$ cat src/rtl/cpu6_pipereg_hs_if.sv
// Valid/ready stage-boundary bundle for one cpu6 pipeline register: upstream
// channel (in_*) and downstream channel (out_*). The register itself uses the slave view.
interface cpu6_pipereg_hs_if #(
  parameter int DW = 32
);
  logic          in_valid;
  logic          in_ready;
  logic [DW-1:0] in_data;
  logic          out_valid;
  logic          out_ready;
  logic [DW-1:0] out_data;

  modport master (
    output in_valid, in_data, out_ready,
    input  in_ready, out_valid, out_data
  );

  modport slave (
    input  in_valid, in_data, out_ready,
    output in_ready, out_valid, out_data
  );
endinterface

$ cat src/rtl/cpu6_pipereg_hs.sv
// Handshaked cpu6 pipeline register: one main entry plus an optional skid entry
// that registers in_ready, with a squashing flush and occupancy status.
module cpu6_pipereg_hs #(
  parameter int DW            = 32,
  parameter bit SKID          = 1'b1,
  parameter bit ZERO_ON_FLUSH = 1'b1
) (
  input  logic                clk,
  input  logic                reset,
  input  logic                flush,
  cpu6_pipereg_hs_if.slave    bus,
  output logic [1:0]          count,
  output logic                empty
);

  // Encoding equals the number of held entries, so count is the state itself.
  typedef enum logic [1:0] {
    EMPTY = 2'd0,
    ONE   = 2'd1,
    FULL  = 2'd2
  } state_t;

  state_t        state_q, state_d;
  logic [DW-1:0] main_d, skid_d;
  logic          main_v, skid_v;
  logic          in_fire, out_fire;
  logic          load_main, load_skid, move_skid;

  assign main_v = (state_q != EMPTY);
  assign skid_v = (state_q == FULL);

  // With the skid entry, in_ready depends only on state, cutting the
  // combinational path from out_ready back to the upstream stage.
  assign bus.in_ready  = SKID ? ~skid_v : (~main_v | bus.out_ready);
  assign in_fire       = bus.in_valid & bus.in_ready;
  assign out_fire      = main_v & bus.out_ready;

  assign bus.out_valid = main_v;
  assign bus.out_data  = main_d & {DW{main_v}};
  assign count         = state_q;
  assign empty         = ~main_v;

  // NOTE: every variable gets a default before the case so no path leaves it
  // unassigned; otherwise synthesis infers a latch.
  always_comb begin
    state_d   = state_q;
    load_main = 1'b0;
    load_skid = 1'b0;
    move_skid = 1'b0;
    unique case (state_q)
      EMPTY: begin
        if (in_fire) begin
          load_main = 1'b1;
          state_d   = ONE;
        end
      end
      ONE: begin
        if (in_fire && out_fire) begin
          load_main = 1'b1;
        end else if (in_fire) begin
          // Only reachable with SKID=1: without skid, in_fire in ONE implies out_fire.
          load_skid = 1'b1;
          state_d   = FULL;
        end else if (out_fire) begin
          state_d = EMPTY;
        end
      end
      FULL: begin
        if (out_fire) begin
          move_skid = 1'b1;
          state_d   = ONE;
        end
      end
      default: state_d = EMPTY;
    endcase
    // A beat accepted during flush is consumed upstream but never stored.
    if (flush) begin
      state_d   = EMPTY;
      load_main = 1'b0;
      load_skid = 1'b0;
      move_skid = 1'b0;
    end
  end

  // NOTE: sequential state uses non-blocking assignments so every register
  // samples the pre-edge values regardless of statement order.
  always_ff @(posedge clk) begin
    if (reset) state_q <= EMPTY;
    else       state_q <= state_d;
  end

  always_ff @(posedge clk) begin
    if (reset || (flush && ZERO_ON_FLUSH)) begin
      main_d <= '0;
      skid_d <= '0;
    end else begin
      if (load_main)      main_d <= bus.in_data;
      else if (move_skid) main_d <= skid_d;
      if (load_skid)      skid_d <= bus.in_data;
    end
  end

endmodule

$ cat src/flat_wrapper.sv
// flat-port wrapper written by rule: the top's interface ports become plain ports
module cpu6_pipereg_hs_flat 
#(
  parameter int DW            = 32,
  parameter bit SKID          = 1'b1,
  parameter bit ZERO_ON_FLUSH = 1'b1
)
  (clk, reset, flush, count, empty, bus_in_valid, bus_in_data, bus_out_ready, bus_in_ready, bus_out_valid, bus_out_data);
  cpu6_pipereg_hs_if #(.DW(DW)) bus_i ();
  input  logic clk;
  input  logic reset;
  input  logic flush;
  output logic [1:0] count;
  output logic empty;
  input wire logic [$bits(bus_i.in_valid)-1:0] bus_in_valid;
  input wire logic [$bits(bus_i.in_data)-1:0] bus_in_data;
  input wire logic [$bits(bus_i.out_ready)-1:0] bus_out_ready;
  output wire logic [$bits(bus_i.in_ready)-1:0] bus_in_ready;
  output wire logic [$bits(bus_i.out_valid)-1:0] bus_out_valid;
  output wire logic [$bits(bus_i.out_data)-1:0] bus_out_data;
  assign bus_i.in_valid = bus_in_valid;
  assign bus_i.in_data = bus_in_data;
  assign bus_i.out_ready = bus_out_ready;
  assign bus_in_ready = bus_i.in_ready;
  assign bus_out_valid = bus_i.out_valid;
  assign bus_out_data = bus_i.out_data;
  cpu6_pipereg_hs #(.DW(DW), .SKID(SKID), .ZERO_ON_FLUSH(ZERO_ON_FLUSH)) u_core (.clk(clk), .reset(reset), .flush(flush), .bus(bus_i), .count(count), .empty(empty));
endmodule
$ cat config.mk
export PLATFORM = sky130hd
export DESIGN_NAME = cpu6_pipereg_hs_flat
export DESIGN_NICKNAME = d
export VERILOG_FILES = /design/src/rtl/cpu6_pipereg_hs_if.sv /design/src/rtl/cpu6_pipereg_hs.sv /design/src/flat_wrapper.sv
export SDC_FILE = /design/constraint.sdc
export NUM_CORES = 1
export LEC_CHECK = 0
export BUFFER_PORTS_ARGS = -buffer_cell sky130_fd_sc_hd__buf_2
export CAP_MARGIN = 10
export CORE_UTILIZATION = 45
export CTS_BUF_LIST = sky130_fd_sc_hd__clkbuf_16
export CTS_CLUSTER_DIAMETER = 50
export DETAILED_ROUTE_END_ITERATION = 8
export HOLD_SLACK_MARGIN = 0.15
export PLACE_DENSITY = 0.69
export SLEW_MARGIN = 20
export SYNTH_ARGS = -nofsm -noshare
export SYNTH_HDL_FRONTEND = slang
export SYNTH_SLANG_ARGS = --single-unit
$ cat constraint.sdc
create_clock -name clk -period 1.7 [get_ports clk]
set_input_delay 0.085 -clock clk [delete_from_list [all_inputs] [get_ports clk]]
set_output_delay 0.085 -clock clk [all_outputs]
set_load 0.05 [all_outputs]
After elaboration in Yosys (flattened, before gate mapping)
Index checks and enable logic that the tools add are counted.
W data, S select, Z words.
{"block": "word_totals", "regBits": 66, "inputBits": 37, "output_inout_bits": 37, "word_cells": 39}
{"block": "op_classes", "n_eq_ne": 6, "n_mux": 18, "bitwise": 5, "n_reduce_logical": 7}
{"op": "$mux W32", "n": 2}
{"op": "$and A32 B32 Y32", "n": 1}
{"op": "$mux W2", "n": 5}
{"op": "$mux W1", "n": 9}
{"op": "$pmux W2 S3", "n": 1}
{"op": "$ne A2 B2 Y1 const B", "n": 2}
{"op": "$reduce_and A4 Y1", "n": 1}
{"op": "$reduce_bool A2 Y1", "n": 2}
{"op": "$ne A3 B1 Y1 const B", "n": 1}
{"op": "$and A1 B1 Y1", "n": 2}
{"op": "$eq A2 B1 Y1 const B", "n": 1}
{"op": "$eq A2 B2 Y1 const B", "n": 1}
{"op": "$logic_not A2 Y1", "n": 1}
{"op": "$ne A2 B1 Y1 const B", "n": 1}
{"op": "$not A1 Y1", "n": 2}
{"op": "$pmux W1 S2", "n": 1}
{"op": "$reduce_or A2 Y1", "n": 1}
{"op": "$logic_and A1 B1 Y1", "n": 1}
{"op": "$logic_or A1 B1 Y1", "n": 1}

Longest topological paths before layout
{"block": "logic_depth", "ltp_word": 8, "depth_mapped": 6, "depth_no_buf": 3}

Worst setup path before layout
No wires, ideal clock.
{"block": "synth_timing", "kind": "register to output", "from": "register u_core.state_q[1], in the netlist u_core.count[1]", "to": "output port bus_out_data[16]", "arrival_time_ns": 2.180, "required_ns": 1.615, "slack_ns": -0.565, "path_stages_with_launch": 5, "path_buffers": 2, "cell_sequence": "dfxtp_1 buf_6 nor2_1 clkbuf_1 nor2b_1"}
{"block": "synth_via", "elab_chain_cells": 2}
{"item": "from (decl)", "line": "cpu6_pipereg_hs.sv:23", "source": "state_t state_q, state_d;"}
{"item": "from (signal assigned)", "line": "cpu6_pipereg_hs.sv:89", "source": "else state_q <= state_d;"}
{"item": "$reduce_bool A2 Y1", "line": "cpu6_pipereg_hs.sv:29", "source": "assign main_v = (state_q != EMPTY);"}
{"item": "$and A32 B32 Y32", "line": "cpu6_pipereg_hs.sv:39", "source": "assign bus.out_data = main_d & {DW{main_v}};"}
{"item": "to (decl)", "line": "flat_wrapper.sv:20", "source": "output wire logic [$bits(bus_i.out_data)-1:0] bus_out_data;"}
Every way passes these cells.

Worst setup path in the final report
{"block": "layout_timing", "from": "register u_core.state_q[1], in the netlist u_core.count[1]", "to": "output port bus_out_data[2]"}
Same word-level chain as after synthesis.

==> reports/results.txt <==
Fin nets = 512
Average cell area after synthesis = 8.15 µm²
First-pass GRT wire length = 13,500 µm
CTS H-tree lvls = 3
Power per standard cell area = 921 mW/mm²
Layout Cells excl Fill = 557
Kind of critical path = reg2out
Synth cell types = 30
Die Footprint = 0.00728 mm²
Worst reg2reg startpoint = u_core.count[1]
Crit-path slowest cell = dfxtp_2
Clk slew on worst S/H paths = 0.05 ns
DR vias/cell = 5.65
Vias in the first global route = 2,940
Final hold slack = 0.198 ns
Initial antenna violation count = 0
CP startpoint kind = flop
Post-synthesis sequential area ratio = 0.423
Worst r2r dst = u_core.main_d[13]
Fin. max-slew vios = 0
Setup violators final = 0
Critical path data arrival time = 1.48 ns
Crit-path max FO = 18
Area Growth Syn to Fin = 37.3%
CTS sink cnt = 66
Worst Hold Class = in2reg
Max-slew headroom = 0.798
CP Launch Point = u_core.count[1]
RSZ-0062 raised after global routing = no
Cell row count = 29
Fraction of layout cells with a size suffix above 1 = 0.302
WL per Instance = 14.7 µm
Crit. End Element = output port
Syn Nets = 420
Setup TNS = 0 ns
CP peak stage delay = 0.31 ns
Worst reg2reg path depth = 4
CTS tree = built
Worst slack, placed = 0.260 ns
Worst setup margin = 0.131 ns
Starting Density = 0.478
Residual DRC = 0
Least-Margin Pin Slew = 0.303 ns
Largest net degree at the start of global routing = 67
Hold Vio Cnt, Final = 0
Placed instance count = 507
Setup Fix Bufs, Post-CTS = 0
Root buffer cell = clkbuf_16
Antenna viol nets, final = 0
CP required = 1.62 ns
GR Overflow Total = 0
Status = finished, final reports clean
Maximum operating frequency = 637 MHz
Final period utilization = 0.923
Clock Tree Buf Depth = 2
Routability cong. = 0.751
Via count = 3,146
Final WL = 8200 µm
Mapped Cells = 383
Yosys reg bits = 66
Synthesized area = 0.00312 mm²
Crit path time final = 1.57 ns
Yosys warns = 0
Layout fillers = 554
Ports = 74
Die Height = 85.3 µm
Critical path destination = bus_out_data[2]
Detailed placement HPWL = 4680 µm
Total of max-cap violations = 0
Port Buffer Count = 73
Total CTS buffers = 9
GRT Resource Usage Total = 0.234
Die width = 85.3 µm
Total iterations of the first detailed-routing run = 5
CORE AREA = 0.00653 mm²
Initial DRC count = 215
Antenna Cells = 0
Critical-path cell list = buf_4 -> nor2_4 -> buf_6 -> nor2b_2 -> buf_2
Skew-Pair Late Insertion Delay = 0.33 ns
Leakage = 0.00153 µW
Peak VDD IR = 0.000533 V
Worst Clk Skew = 0.00446 ns
R2R Setup Slk = 0.19 ns
==> registers in the layout (all words and copies together), names as in the netlist <==
signal,flops
u_core.main_d,32
u_core.skid_d,32
u_core.count,2
==> placed cells by master, fill, tap and decap left out, types with 4 or more instances in the layout <==
master          n
nor2b_1         4
buf_4           9
buf_2          73
dfxtp_1        64
nand2_1        66
nor2b_2        20
o21ai_1        29
a311oi_1       32
clkbuf_16       9
a21oi_1        33
nand3_1        32
dlygate4sd3_1  34
nor3_1         30
nor2b_4         9
buf_12          6
==> critical path, delay by kind of cell, from the launching register on <==
family	cells	cell delay [ns]
buffers and inverters	3	0.62
flip-flops	1	0.31
AND/OR/NAND/NOR	2	0.22
==> metal layers <==
layer | part of all wire | GRT usage
met5 | 0 | 0
met4 | 0.022 | 0.108
met3 | 0.055 | 0.0486
met2 | 0.47 | 0.389
met1 | 0.45 | 0.293
==> cell usage after synthesis (all sizes together) <==
cell / count / share of area
or2: 1 / 0.0020
a211oi: 1 / 0.0024
o21ba: 1 / 0.0032
nor2b: 33 / 0.066
nor3b: 1 / 0.0060
or3b: 2 / 0.0056
a311oi: 32 / 0.090
nor3: 32 / 0.054
mux2i: 1 / 0.0032
nand3b: 1 / 0.0024
and4bb: 1 / 0.0040
inv: 1 / 0.0012
nor2: 2 / 0.0024
o21ai: 32 / 0.055
nand2: 66 / 0.079
a21oi: 33 / 0.053
buf: 30 / 0.071
nand3: 32 / 0.051
clkbuf: 12 / 0.017
dfxtp: 66 / 0.42
nand2b: 2 / 0.0040
nand4bb: 1 / 0.0036
==> power breakdown <==
part	switching (µW)	internal (µW)	leakage, µW	total (µW)
combinational	246	176	0.000837	422
clock	665	1270	0.000156	1930
sequential	17.3	1580	0.000535	1600
==> stage by stage <==
step	area, µm²	util	power (µW)
after CTS	4280	0.656	3970
after global routing	4290	0.656	4080
after global placement	3630	0.556	1980
after floorplan	3240	-	1870
final	4290	0.656	3950
after detailed placement	3630	0.556	1990
==> cell type report <==
| type | count | area, µm² | area share |
|---|---|---|---|
| multi-input cells | 274 | 1650 | 0.384 |
| flip-flops and latches | 66 | 1320 | 0.309 |
| repair buffers | 123 | 905 | 0.211 |
| clock buffers | 9 | 225 | 0.0525 |
| well taps | 77 | 96.3 | 0.0225 |
| clock inverters | 7 | 85.1 | 0.0198 |
| inverters | 1 | 3.75 | 0.000876 |
==> worst min path at each step <==
stage,startpoint,endpoint,slack (ns),depth (start not counted)
floorplan,bus_out_ready,u_core.count[1],0.15,1
global placement,bus_in_data[19],u_core.skid_d[19],0.36,3
detailed placement,bus_in_data[30],u_core.skid_d[30],0.36,3
CTS,bus_in_valid,u_core.count[0],0.19,4
global route,bus_in_valid,u_core.count[0],0.22,4
finish,bus_in_valid,u_core.count[0],0.20,4
==> logic make-up after synthesis <==
family / after synthesis / synth area share
AOI/OAI and AO/OA: 99 / 0.203
and+or+nand+nor: 174 / 0.281
muxes: 1 / 0.00321
DFF: 66 / 0.423
buffers and inverters: 43 / 0.0893
==> what timing repair did <==
action | 4_1_cts | 5_1_grt
endpoints found under the setup margin | 0 | 8
resized for setup | 0 | 1
hold buffers | 34 | 0
hold endpoints to repair | 34 | 0
No activity file was read; power rests on OpenSTA's default activity.
